## src/rtl/mips_pkg.sv

```systemverilog
// rtl/mips_pkg.sv - shared types and helpers for the MIPS multiply/divide unit
// Purpose: operation and FSM state encodings, iteration counter sizing.
// Ports: none (package).
package mips_pkg;

    // Encoding matches the 2-bit op field: bit 1 selects divide, bit 0 selects signed.
    typedef enum logic [1:0] {
        MDU_MULTU = 2'b00,
        MDU_MULT  = 2'b01,
        MDU_DIVU  = 2'b10,
        MDU_DIV   = 2'b11
    } mdu_op_t;

    typedef enum logic [1:0] {
        MDU_IDLE = 2'b00,
        MDU_RUN  = 2'b01,
        MDU_FIX  = 2'b10
    } mdu_state_t;

    localparam int MDU_M_DEFAULT = 32;
    localparam int MDU_CNT_W     = $clog2(MDU_M_DEFAULT + 1);

    // Iteration counter width for an arbitrary operand width.
    function automatic int mdu_cnt_width(input int m);
        return $clog2(m + 1);
    endfunction

endpackage

```

## src/rtl/mult_div_unit.sv

```systemverilog
// rtl/mult_div_unit.sv - iterative MULT/MULTU/DIV/DIVU unit holding HI/LO
// Purpose: radix-2 shift-add multiply and restoring divide, one step per cycle,
//          with sign fix-up in a final cycle and MTHI/MTLO write support.
// Ports:
//   clk, rst_n       clock, asynchronous active-low reset
//   start, op        operation request (sampled in IDLE) and opcode
//   srcA, srcB       multiplicand/dividend, multiplier/divisor
//   wrHi, wrLo       MTHI/MTLO strobes, wrData their data (ignored while busy)
//   busy             operation in progress
//   done             one-cycle pulse when HI/LO receive a result
//   hi, lo           architectural HI/LO registers
module mult_div_unit
    import mips_pkg::*;
#(
    parameter int M = 32
) (
    input  logic         clk,
    input  logic         rst_n,
    input  logic         start,
    input  logic [1:0]   op,
    input  logic [M-1:0] srcA,
    input  logic [M-1:0] srcB,
    input  logic         wrHi,
    input  logic         wrLo,
    input  logic [M-1:0] wrData,
    output logic         busy,
    output logic         done,
    output logic [M-1:0] hi,
    output logic [M-1:0] lo
);

    localparam int CW = mdu_cnt_width(M);

    mdu_state_t      state;
    logic [CW-1:0]   cnt;
    logic            is_div;
    logic            sign_q;
    logic            sign_r;
    // Multiply: addend (|srcA|). Divide: divisor (|srcB|).
    logic [M-1:0]    opnd;
    // Multiply: {partial product, remaining multiplier bits}.
    // Divide:   {partial remainder, dividend bits / quotient bits}.
    logic [2*M-1:0]  acc;

    // ---------------- operand capture ----------------
    logic          op_signed;
    logic          op_div;
    logic          div_zero;
    logic [M-1:0]  abs_a;
    logic [M-1:0]  abs_b;
    logic          in_sign_a;
    logic          in_sign_b;

    always_comb begin
        op_signed = op[0];
        op_div    = op[1];
        div_zero  = op_div && (srcB == '0);
        // A zero divisor forces the unsigned path: raw dividend, no sign fix-up.
        in_sign_a = op_signed && !div_zero && srcA[M-1];
        in_sign_b = op_signed && !div_zero && srcB[M-1];
        abs_a     = in_sign_a ? (~srcA + 1'b1) : srcA;
        abs_b     = in_sign_b ? (~srcB + 1'b1) : srcB;
    end

    // ---------------- iteration step ----------------
    logic [M:0]      mul_sum;
    logic [2*M-1:0]  mul_next;
    logic [M:0]      div_trial;
    logic [M+1:0]    div_diff;
    logic            div_ok;
    logic [2*M-1:0]  div_next;

    always_comb begin
        mul_sum  = {1'b0, acc[2*M-1:M]} + (acc[0] ? {1'b0, opnd} : {(M+1){1'b0}});
        mul_next = {mul_sum, acc[M-1:1]};

        // Trial subtraction one bit wider than the trial value so that a zero
        // divisor always succeeds: quotient becomes all ones and the remainder
        // ends up as the untouched dividend.
        div_trial = {acc[2*M-1:M], acc[M-1]};
        div_diff  = {1'b0, div_trial} - {2'b00, opnd};
        div_ok    = !div_diff[M+1];
        div_next  = {(div_ok ? div_diff[M-1:0] : div_trial[M-1:0]), acc[M-2:0], div_ok};
    end

    // ---------------- sign fix-up ----------------
    logic [2*M-1:0] prod_fix;
    logic [M-1:0]   quot_fix;
    logic [M-1:0]   rem_fix;

    always_comb begin
        prod_fix = sign_q ? (~acc + 1'b1) : acc;
        quot_fix = sign_q ? (~acc[M-1:0] + 1'b1) : acc[M-1:0];
        rem_fix  = sign_r ? (~acc[2*M-1:M] + 1'b1) : acc[2*M-1:M];
    end

    // ---------------- FSM, datapath and HI/LO ----------------
    always_ff @(posedge clk or negedge rst_n) begin
        if (!rst_n) begin
            state  <= MDU_IDLE;
            cnt    <= '0;
            is_div <= 1'b0;
            sign_q <= 1'b0;
            sign_r <= 1'b0;
            opnd   <= '0;
            acc    <= '0;
            busy   <= 1'b0;
            done   <= 1'b0;
            hi     <= '0;
            lo     <= '0;
        end else begin
            done <= 1'b0;
            case (state)
                MDU_IDLE: begin
                    if (wrHi) hi <= wrData;
                    if (wrLo) lo <= wrData;
                    if (start) begin
                        state  <= MDU_RUN;
                        busy   <= 1'b1;
                        cnt    <= '0;
                        is_div <= op_div;
                        sign_q <= in_sign_a ^ in_sign_b;
                        sign_r <= in_sign_a;
                        opnd   <= op_div ? abs_b : abs_a;
                        acc    <= {{M{1'b0}}, (op_div ? abs_a : abs_b)};
                    end
                end
                MDU_RUN: begin
                    acc <= is_div ? div_next : mul_next;
                    cnt <= cnt + 1'b1;
                    if (cnt == CW'(M - 1)) begin
                        state <= MDU_FIX;
                    end
                end
                MDU_FIX: begin
                    if (is_div) begin
                        lo <= quot_fix;
                        hi <= rem_fix;
                    end else begin
                        hi <= prod_fix[2*M-1:M];
                        lo <= prod_fix[M-1:0];
                    end
                    done  <= 1'b1;
                    busy  <= 1'b0;
                    cnt   <= '0;
                    state <= MDU_IDLE;
                end
                default: begin
                    state <= MDU_IDLE;
                    busy  <= 1'b0;
                end
            endcase
        end
    end

endmodule
```

## config.mk

```make
export PLATFORM = sky130hd
export DESIGN_NAME = mult_div_unit
export DESIGN_NICKNAME = d
export VERILOG_FILES = /design/src/rtl/mips_pkg.sv /design/src/rtl/mult_div_unit.sv
export SDC_FILE = /design/constraint.sdc
export NUM_CORES = 1
export LEC_CHECK = 0
export CAP_MARGIN = 30
export CORE_MARGIN = 1
export CORE_UTILIZATION = 30
export CTS_BUF_LIST = sky130_fd_sc_hd__clkbuf_4
export DETAILED_ROUTE_END_ITERATION = 7
export GPL_ROUTABILITY_DRIVEN = 0
export PLACE_DENSITY_LB_ADDON = 0.12
export RECOVER_POWER = 50
export SYNTH_ARGS = -nofsm -noshare
export SYNTH_HDL_FRONTEND = slang
export SYNTH_SLANG_ARGS = --single-unit
```

## constraint.sdc

```tcl
create_clock -name clk -period 4.36 [get_ports clk]
set_input_delay 0.872 -clock clk [delete_from_list [all_inputs] [get_ports clk]]
set_output_delay 0.872 -clock clk [all_outputs]
set_load 0.1 [all_outputs]
```

==> summary.txt <==
Status
  – Run status: finished with violations
  – Failing checks: capacitance limit, slew limit

Logic synthesis
  – Share of the synthesized area in the top cell type: between 20 and 30%
  – Synthesized area per cell: about 8.0 um^2
  – Synth area leaders: dfrtp_1 29%, ha_1 5.8%, o21ai_0 5.8%
  – Synthesized instance count: between 1500 and 2000
  – Synth Cell Area: roughly 15000 um^2
  – Top cell type by total area after synthesis: dfrtp_1
  – Number of synthesized register bits: 173
  – Fraction of registers with async set/reset: 100%
  – Post-synth top flop: dfrtp_1
  – Synthesized net count: about 2000
  – Synth cell types: 80
  – Sequential fraction of the synthesis area: between 20% and 30%
  – Yosys warns: 0
  – Post-synth EDFFs: 0

Placement
  – Post-DP HPWL: ~47000 um
  – Setup WS pre-CTS: roughly 0.070 ns
  – I/O Buffers: 168

STA
  – Slew headroom: -70.9%
  – Actual slew at the worst max-slew pin: 2.56 ns
  – Final Max Tran Viols: between 200 and 250
  – Fmax: roughly 240 MHz
  – RSZ-0062 raised after global routing: no
  – Hold Slack: slightly below 0.5 ns
  – Final Hold Viols: 0
  – Clock Skews: about 0.023 ns
  – Period utilisation layout: between 90% and 100%
  – Final Critical Period: between 4 and 5 ns
  – Setup-failing EPs final: 0
  – Worst setup margin: 0.194 ns
  – Setup tns final: 0 ns

Drt
  – Total vias in the final route: 14900
  – Post-route ant nets: 0
  – Post-DR wirelength/cell: ~23 um
  – TritonRoute pass-1 iters: 6
  – Final WL: approximately 61000 um
  – DRC Markers: 0
  – Via density: ~5.5
  – 1st-iter DRT viols: between 1000 and 1500

Worst setup path
  – Data arrival, critical path: 4.77 ns
  – WP buf/inv: 3
  – Most common cell on crit path: buf_4
  – FF-to-FF End: acc[63]
  – Reg-to-reg startpoint: acc[0]
  – Setup crit end kind: flop
  – WP data required: around 5 ns
  – Setup CP Type: flop to flop
  – Delay-heaviest family, CP: compound AO/OA/AOI/OAI gates
  – Slowest-stage cell, CP: a2111oi_0
  – Nature of the critical path startpoint: flop
  – R2R cell count: 15
  – R2r setup slk: 0.19 ns
  – Worst-path cell chain: and2_1 > ha_1 > inv_1 > fa_1 > nor2b_1 > o211ai_1 > a2111oi_0 > buf_4 > o211a_1 > buf_4 > a21oi_1 > o31ai_1 > o311a_1 > o22ai_1 > a41oi_1
  – Crit path largest cell delay: roughly 0.63 ns
  – Crit-path max FO: 9

CTS
  – H-tree Lvls: 4
  – Clk sinks: approximately 170
  – Clock Root Buffer: clkbuf_4
  – CTS tree: done
  – Clk buf depth: 2
  – Number of buffers created by CTS: 17
  – Clock Latency Late Sink: approximately 0.69 ns
  – CTS clk-pin slew, worst paths: 0.18 ns

Final layout
  – Ratio of cells with drive above 1 in the final layout: 7.29%
  – Filler cells: about 5200
  – Commonest non-fill, non-tap cell in the layout: nand2_1
  – Nets: roughly 2200
  – Layout area overhead: 20.1%
  – Most frequent cells in the layout: 204 x nand2_1, 172 x o21ai_0, 171 x dfrtp_1

Min path
  – Hold Path Class: flop to flop
  – Hold-critical path depth: 1
  – Hold EP: state[1]
  – Hold path startpoint: cnt[5]

Global routing
  – Global-route wire length before repair: between 90000 and 100000 um
  – Vias in the first global route: between 10000 and 15000
  – Remaining Overflow, GRT: 0
  – Initial antenna violation count: 1
  – GRT Overall Usage: 24.1%
  – Maximum number of pins on one net before global-route repair: 90

Job
  – Max Cap Viol: 4

Floorplanning
  – Cell row count: just over 80
  – Core ar.: about 50000 um^2
  – Initial core utilization: a little under a third
  – Die Width: 224 um
  – Die height: roughly 220 um
  – I/O Pins: between 150 and 200
  – Die area: approximately 50000 um^2
==> cell usage after synthesis, drive strengths merged (5+ instances only) <==
| cell | number |
|---|---|
| xnor2 | 85 |
| a21o | 42 |
| xor2 | 88 |
| o21bai | 8 |
| nand4 | 14 |
| inv | 66 |
| a31oi | 17 |
| or4 | 20 |
| o31ai | 32 |
| nor2b | 11 |
| and3 | 13 |
| nand2b | 12 |
| or3 | 20 |
| mux2i | 62 |
| a211o | 7 |
| nor3 | 35 |
| o41ai | 16 |
| nand2 | 204 |
| dfrtp | 173 |
| nor2 | 159 |
| a21oi | 164 |
| a221oi | 7 |
| clkbuf | 100 |
| a31o | 9 |
| o211ai | 19 |
| a22oi | 15 |
| nand3 | 24 |
| o21ai | 175 |
| a211oi | 14 |
| and4 | 5 |
| buf | 9 |
| o221ai | 25 |
| or2 | 9 |
| mux2 | 5 |
| a221o | 5 |
| ha | 69 |
| o21a | 7 |
| and2 | 17 |
| o22ai | 31 |
| nor4 | 10 |
==> metrics by stage <==
stage	instances	utilization (%)	instance area, um^2
global placement	2645	35.7	17500
floorplan	1855	-	14800
global route	2681	36.4	17800
CTS	2679	36.5	17800
detailed placement	2647	35.8	17500
finish	2681	36.4	17800
==> repair_timing <==
action	CTS	global route
buffers inserted	0	0
endpoints found under the setup margin	0	1
hold buffers	0	0
endpoints found under the hold margin	0	0
resized for setup	0	1
==> area by class of cell <==
class,count,area (um^2),area share (%)
inverter,68,255,1.44
antenna,1,2.50,0.0141
timing repair buffer,238,2240,12.6
clock inverter,15,199,1.12
clock buffer,17,128,0.718
tap,664,831,4.68
multi-input combinational,1505,9780,55.0
sequential,173,4330,24.4
==> flip-flops by register name (all words and copies together), names as in the netlist, 2 cells and up <==
register / cells
acc: 64
cnt: 6
opnd: 32
lo: 32
state: 2
hi: 32
==> kinds of logic after synthesis <==
| kind of cell | Yosys count | share of synthesized area (%) |
|---|---|---|
| buffers and inverters | 177 | 4.88 |
| DFF | 173 | 29.3 |
| AOI/OAI and AO/OA | 633 | 27.2 |
| adders and majority gates | 71 | 6.10 |
| muxes | 67 | 4.57 |
| xor gates and xnor gates | 173 | 10.2 |
| and+or+nand+nor | 561 | 17.7 |
==> layer usage <==
layer,wire length [um],up-vias,track usage (%)
met5,0,-,0
met4,1540,0,7.49
met3,3420,59,3.50
met2,26900,556,37.5
met1,28700,7199,34.2
li1,-,7064,-
==> worst max-delay path by stage <==
stage	from	endpoint	slack, ns	cells after the start
after floorplan	srcA[5]	acc[30]	0.70	9
after global placement	srcA[1]	opnd[31]	0.09	9
after detailed placement	srcA[1]	opnd[31]	0.07	9
after CTS	acc[0]	acc[59]	0.17	15
after global routing	acc[0]	acc[59]	0.08	15
final	acc[0]	acc[63]	0.19	15
Power is not shown: default switching activity piles up to over one toggle a cycle in this logic, so the estimate is an artifact.
